$ cat config.mk
export PLATFORM = sky130hd
export DESIGN_NAME = chunk_row_arbiter
export DESIGN_NICKNAME = d
export VERILOG_FILES = /design/src/rtl/chunk_row_arbiter_pkg.sv /design/src/rtl/chunk_row_arbiter_pick.sv /design/src/rtl/chunk_row_arbiter.sv
export SDC_FILE = /design/constraint.sdc
export NUM_CORES = 1
export LEC_CHECK = 0
export CAP_MARGIN = 20
export CORE_AREA = 10 10 273 275
export DETAILED_ROUTE_END_ITERATION = 8
export DIE_AREA = 0 0 283 285
export DONT_BUFFER_PORTS = 1
export PLACE_DENSITY_LB_ADDON = 0.15
export SLEW_MARGIN = 20
export SYNTH_ARGS = -nofsm -noshare
export SYNTH_HDL_FRONTEND = slang
export SYNTH_SLANG_ARGS = --single-unit
$ cat constraint.sdc
create_clock -name i_clk -period 15.7 [get_ports i_clk]
set_input_delay 3.925 -clock i_clk [delete_from_list [all_inputs] [get_ports i_clk]]
set_output_delay 3.925 -clock i_clk [all_outputs]
set_load 0.02 [all_outputs]
$ cat src/rtl/chunk_row_arbiter_pkg.sv
// Project-wide DMA configuration plus shared helpers for the chunk row arbiter.
// TauCfg carries the global widths every DmaPipeline block is sized from.
package TauCfg;
  localparam int GLOBAL_ADDR_BW = 32;
  localparam int DIM            = 2;
  localparam int VSIZE          = 16;
endpackage

package chunk_row_arbiter_pkg;
  // Increment with wrap-around for a ring of n entries.
  function automatic int wrapInc(input int v, input int n);
    return (v + 1 >= n) ? 0 : v + 1;
  endfunction
endpackage

$ cat src/rtl/chunk_row_arbiter_pick.sv
// Combinational round-robin picker: first set request at or after ptr, modulo N_REQ.
module RoundRobinPick #(
  parameter int N_REQ = 2,
  parameter int IBW   = $clog2(N_REQ)
) (
  input  logic [N_REQ-1:0] req_i,
  input  logic [IBW-1:0]   ptr_i,
  output logic             valid_o,
  output logic [IBW-1:0]   idx_o
);

  logic [IBW:0] cand;

  // Scan from the farthest offset down so the closest requester to ptr wins.
  always_comb begin
    valid_o = 1'b0;
    idx_o   = '0;
    cand    = '0;
    for (int i = N_REQ - 1; i >= 0; i--) begin
      cand = {1'b0, ptr_i} + (IBW+1)'(i);
      if (cand >= (IBW+1)'(N_REQ)) begin
        cand = cand - (IBW+1)'(N_REQ);
      end
      if (req_i[cand[IBW-1:0]]) begin
        valid_o = 1'b1;
        idx_o   = cand[IBW-1:0];
      end
    end
  end

endmodule

$ cat src/rtl/chunk_row_arbiter.sv
// Shares one ChunkRowStart generator between N_REQ chunk requesters, holding
// the grant until the chunk's last row is handed off.
module chunk_row_arbiter
  import chunk_row_arbiter_pkg::*;
#(
  parameter int N_REQ = 2,
  parameter int GBW   = TauCfg::GLOBAL_ADDR_BW,
  parameter int DIM   = TauCfg::DIM,
  parameter int V_BW  = $clog2(TauCfg::VSIZE),
  parameter int IBW   = $clog2(N_REQ)
) (
  input  logic                                  i_clk,
  input  logic                                  i_rst,
  input  logic [N_REQ-1:0]                      req_rdy,
  output logic [N_REQ-1:0]                      req_ack,
  input  logic [N_REQ-1:0][DIM-1:0][GBW-1:0]    i_req_mofs,
  input  logic [N_REQ-1:0][DIM-1:0][V_BW-1:0]   i_req_mpad,
  input  logic [N_REQ-1:0][DIM-1:0][GBW-1:0]    i_req_mbound,
  input  logic [N_REQ-1:0][DIM-1:0][GBW-1:0]    i_req_mlast,
  input  logic [N_REQ-1:0][GBW-1:0]             i_req_maddr,
  input  logic [N_REQ-1:0]                      i_req_wrap,
  output logic                                  mofs_rdy,
  input  logic                                  mofs_ack,
  output logic [DIM-1:0][GBW-1:0]               o_mofs,
  output logic [DIM-1:0][V_BW-1:0]              o_mpad,
  output logic [DIM-1:0][GBW-1:0]               o_mbound,
  output logic [DIM-1:0][GBW-1:0]               o_mlast,
  output logic [GBW-1:0]                        o_maddr,
  output logic                                  o_wrap,
  input  logic                                  row_rdy,
  input  logic                                  row_ack,
  input  logic                                  i_row_islast,
  output logic [IBW-1:0]                        o_row_id,
  output logic                                  o_busy,
  output logic [N_REQ-1:0]                      o_done
);

  typedef enum logic [1:0] {IDLE, ISSUE, STREAM} state_t;

  state_t                  state_q, state_d;
  logic [IBW-1:0]          ptr_q, ptr_d;
  logic [IBW-1:0]          id_q, id_d;
  logic                    load;
  logic                    pickValid;
  logic [IBW-1:0]          pickIdx;
  logic                    lastRowXfer;

  logic [DIM-1:0][GBW-1:0]  mofs_q, mbound_q, mlast_q;
  logic [DIM-1:0][V_BW-1:0] mpad_q;
  logic [GBW-1:0]           maddr_q;
  logic                     wrap_q;

  RoundRobinPick #(.N_REQ(N_REQ), .IBW(IBW)) u_pick (
    .req_i   (req_rdy),
    .ptr_i   (ptr_q),
    .valid_o (pickValid),
    .idx_o   (pickIdx)
  );

  assign lastRowXfer = row_rdy & row_ack & i_row_islast;

  always_comb begin
    state_d  = state_q;
    ptr_d    = ptr_q;
    id_d     = id_q;
    load     = 1'b0;
    req_ack  = '0;
    mofs_rdy = 1'b0;
    o_done   = '0;
    unique case (state_q)
      IDLE: begin
        if (pickValid) begin
          req_ack[pickIdx] = 1'b1;
          id_d             = pickIdx;
          load             = 1'b1;
          state_d          = ISSUE;
        end
      end
      ISSUE: begin
        mofs_rdy = 1'b1;
        if (mofs_ack) state_d = STREAM;
      end
      STREAM: begin
        // Only the last row of the chunk releases the grant; the owner goes to the back.
        if (lastRowXfer) begin
          o_done[id_q] = 1'b1;
          ptr_d        = IBW'(wrapInc(int'(id_q), N_REQ));
          state_d      = IDLE;
        end
      end
      default: state_d = IDLE;
    endcase
  end

  always_ff @(posedge i_clk or posedge i_rst) begin
    if (i_rst) begin
      state_q  <= IDLE;
      ptr_q    <= '0;
      id_q     <= '0;
      mofs_q   <= '0;
      mpad_q   <= '0;
      mbound_q <= '0;
      mlast_q  <= '0;
      maddr_q  <= '0;
      wrap_q   <= 1'b0;
    end else begin
      state_q <= state_d;
      ptr_q   <= ptr_d;
      id_q    <= id_d;
      if (load) begin
        mofs_q   <= i_req_mofs[pickIdx];
        mpad_q   <= i_req_mpad[pickIdx];
        mbound_q <= i_req_mbound[pickIdx];
        mlast_q  <= i_req_mlast[pickIdx];
        maddr_q  <= i_req_maddr[pickIdx];
        wrap_q   <= i_req_wrap[pickIdx];
      end
    end
  end

  assign o_mofs   = mofs_q;
  assign o_mpad   = mpad_q;
  assign o_mbound = mbound_q;
  assign o_mlast  = mlast_q;
  assign o_maddr  = maddr_q;
  assign o_wrap   = wrap_q;
  assign o_row_id = id_q;
  assign o_busy   = (state_q != IDLE);

  // The generator must not emit rows before it has accepted the descriptor.
  a_no_row_in_issue: assert property (@(posedge i_clk) disable iff (i_rst)
    !(state_q == ISSUE && row_rdy && row_ack));

endmodule

==> out/metrics.yaml <==
status: "completed"
htree_levels: 1
rr_startpoint: "state_q[0]"
hold_ws_ns: 0.611
dpl-instance-area_mm2: 0.0115
clock_skew_ns: 0.00594
synthToLayoutAreaGrowth_pct: 17.3
drt_wl_total_mm: 49.6
cts_resized: 0
placementRows: 97
netlist-cell-type-count: 24
final_max_slew_viol_count: 0
ys_top_cells_by_count: "237 x dfrtp_1, 233 x a221o_1, 233 x o21a_1, 53 x clkbuf_1, 28 x buf_2"
ys_seq_area_share_pct: 55.5
cts_tree: "done"
vdd_drop_max_uv: 130
die_w_um: 283
synth_most_common_cell: "dfrtp_1"
firstDrtPassIters: 5
track_usage_pct: 11.4
clockBufferDepth: 3
clock_latency_ns: 0.57
synth_area_leader_cell: "dfrtp_1"
viasPerCell: 4.60
finalCritPeriodShare_pct: 57.3
worst_slew_pin_slew_ns: 1.11
place_hpwl_mm: 36.7
fin_area_mm2: 0.0125
synth.avg_cell_area_um2: 12.9
die_y_um: 285
drtAntennaViolNets: 0
finish.net_count: 1246
syn-num-nets: 1301
io_pins: 714
dieArea_mm2: 0.0807
ys_warn_count: 0
hp-class: "register to register"
final.min_clock_period_ns: 9.00
critPathRequiredTime_ns: 11.77
wl_per_cell_um: 28.6
ys_ff_latch: 237
fin_setup_tns_ns: 0
finalHoldViolations: 0
cts_buffers: 30
synth_top_area_share_pct: 55.5
fin_util_pct: 18.1
final.fill_count: 7548
max_freq_mhz: 111
critPathLaunchType: "input port"
ys_async_sr_fraction_pct: 100
cts_hold_buffers: 0
synth_cells: 827
criticalPathCategory: "input port to primary output"
r2r_slack_ns: 12.79
overflow: 0
rsz0062_at_grt: "no"
maxSlewHeadroom_pct: 25.9
clock-sinks: 237
drc: 0
cp-startpoint: "i_row_islast"
cp_max_fo: 3
cap_violations: 0
root_buffer: "clkbuf_16"
start_util_pct: 15.4
grt_max_degree: 103
netlist_area_mm2: 0.0107
synth_edf_count: 0
grt_pass1_vias: 8536
setup_violations: 0
powerDensity_mw_per_mm2: 259
finalWeightedCongestion: 0.748
synthFlopType: "dfrtp_1"
coreArea_mm2: 0.0693
post_cts_buffers: 0
drt_iter0_drc: 396
portBuffers: 0
synth_area_leaders: "dfrtp_1 56%, a221o_1 22%, o21a_1 16%"
hold_path.startpoint: "state_q[1]"
power.leakage_nw: 4.92
drive_gt1_share_pct: 9.30
grt_first_pass_wirelength_mm: 69.9
clk_pin_slew_ns: 0.06
critical_path_arrival_ns: 5.07
num_vias: 7997
antenna_found_initial: 4
cp-end-kind: "primary output"
final timing paths:
path | end | cells after the start
setup / recovery | o_done[0] | 3
hold / removal | state_q[1] | 2
setup reg to reg | o_mofs[36] | 5
hold reg to reg | state_q[1] | 2
max in group asynchronous | o_mofs[25] | 2
min in group asynchronous | o_mofs[55] | 1
metrics by stage:
stage          setup WS (ns)  instances  total power, W
5_1_grt                 6.59       1737         0.00343
4_1_cts                 6.65       1736         0.00330
3_5_place_dp            6.65       1680         0.00254
6_report                6.70       1737         0.00324
3_3_place_gp            6.74       1680         0.00256
2_1_floorplan           5.27        827         0.00223
critical path: stages:
cell and delay [ns]:
nand3_1 0.09, nor3b_1 0.59, nor2b_1 0.46
registers in the layout, indices dropped and copies added (netlist names):
register  cells
o_row_id      1
o_wrap        1
state_q       2
o_mpad        8
o_maddr      32
o_mlast      64
ptr_q         1
o_mbound     64
o_mofs       64
cell usage in the layout (no fill, tap or decap), types with 2 or more instances in the layout:
cell and n:
nand2_1 3, o21a_1 233, a221o_1 233, bufinv_16 2, inv_1 3, dfrtp_1 237, clkbuf_16 31, clkbuf_8 13
clkinv_2 6, o21ai_0 2, nor2_4 2, clkbuf_1 3, buf_4 15
power by group:
group          total (W)  internal (W)  leakage (nW)  switching [W]
logic           0.000944      0.000471          1.47       0.000473
registers        0.00157      0.000906          2.93       0.000664
clock network   0.000730      0.000451         0.531       0.000279
routing by layer:
| layer | global-route usage [%] | vias up | wire (um) |
|---|---|---|---|
| met5 | 0 | - | 27 |
| met4 | 3.16 | 4 | 986 |
| met3 | 3.91 | 47 | 4770 |
| met2 | 20.7 | 495 | 26400 |
| met1 | 12.4 | 4184 | 17400 |
| li1 | - | 3267 | - |
cells by family after synthesis:
group	share of synthesized area, %
simple gates	0.691
compound gates	38.4
buf+inv	5.27
mux	0.0937
flops	55.5
area by class of cell:
class                   count  area [um2]  area share [%]
multi-input cells         483        4210            33.6
well taps                 940        1180            9.39
clock buffers              47         966            7.71
flip-flops and latches    237        5930            47.3
repair buffers             15         113           0.899
clock inverters             9        97.6           0.779
inverters                   5        31.3           0.250
diodes                      1        2.50          0.0200
(Power assumes the default switching activity.)
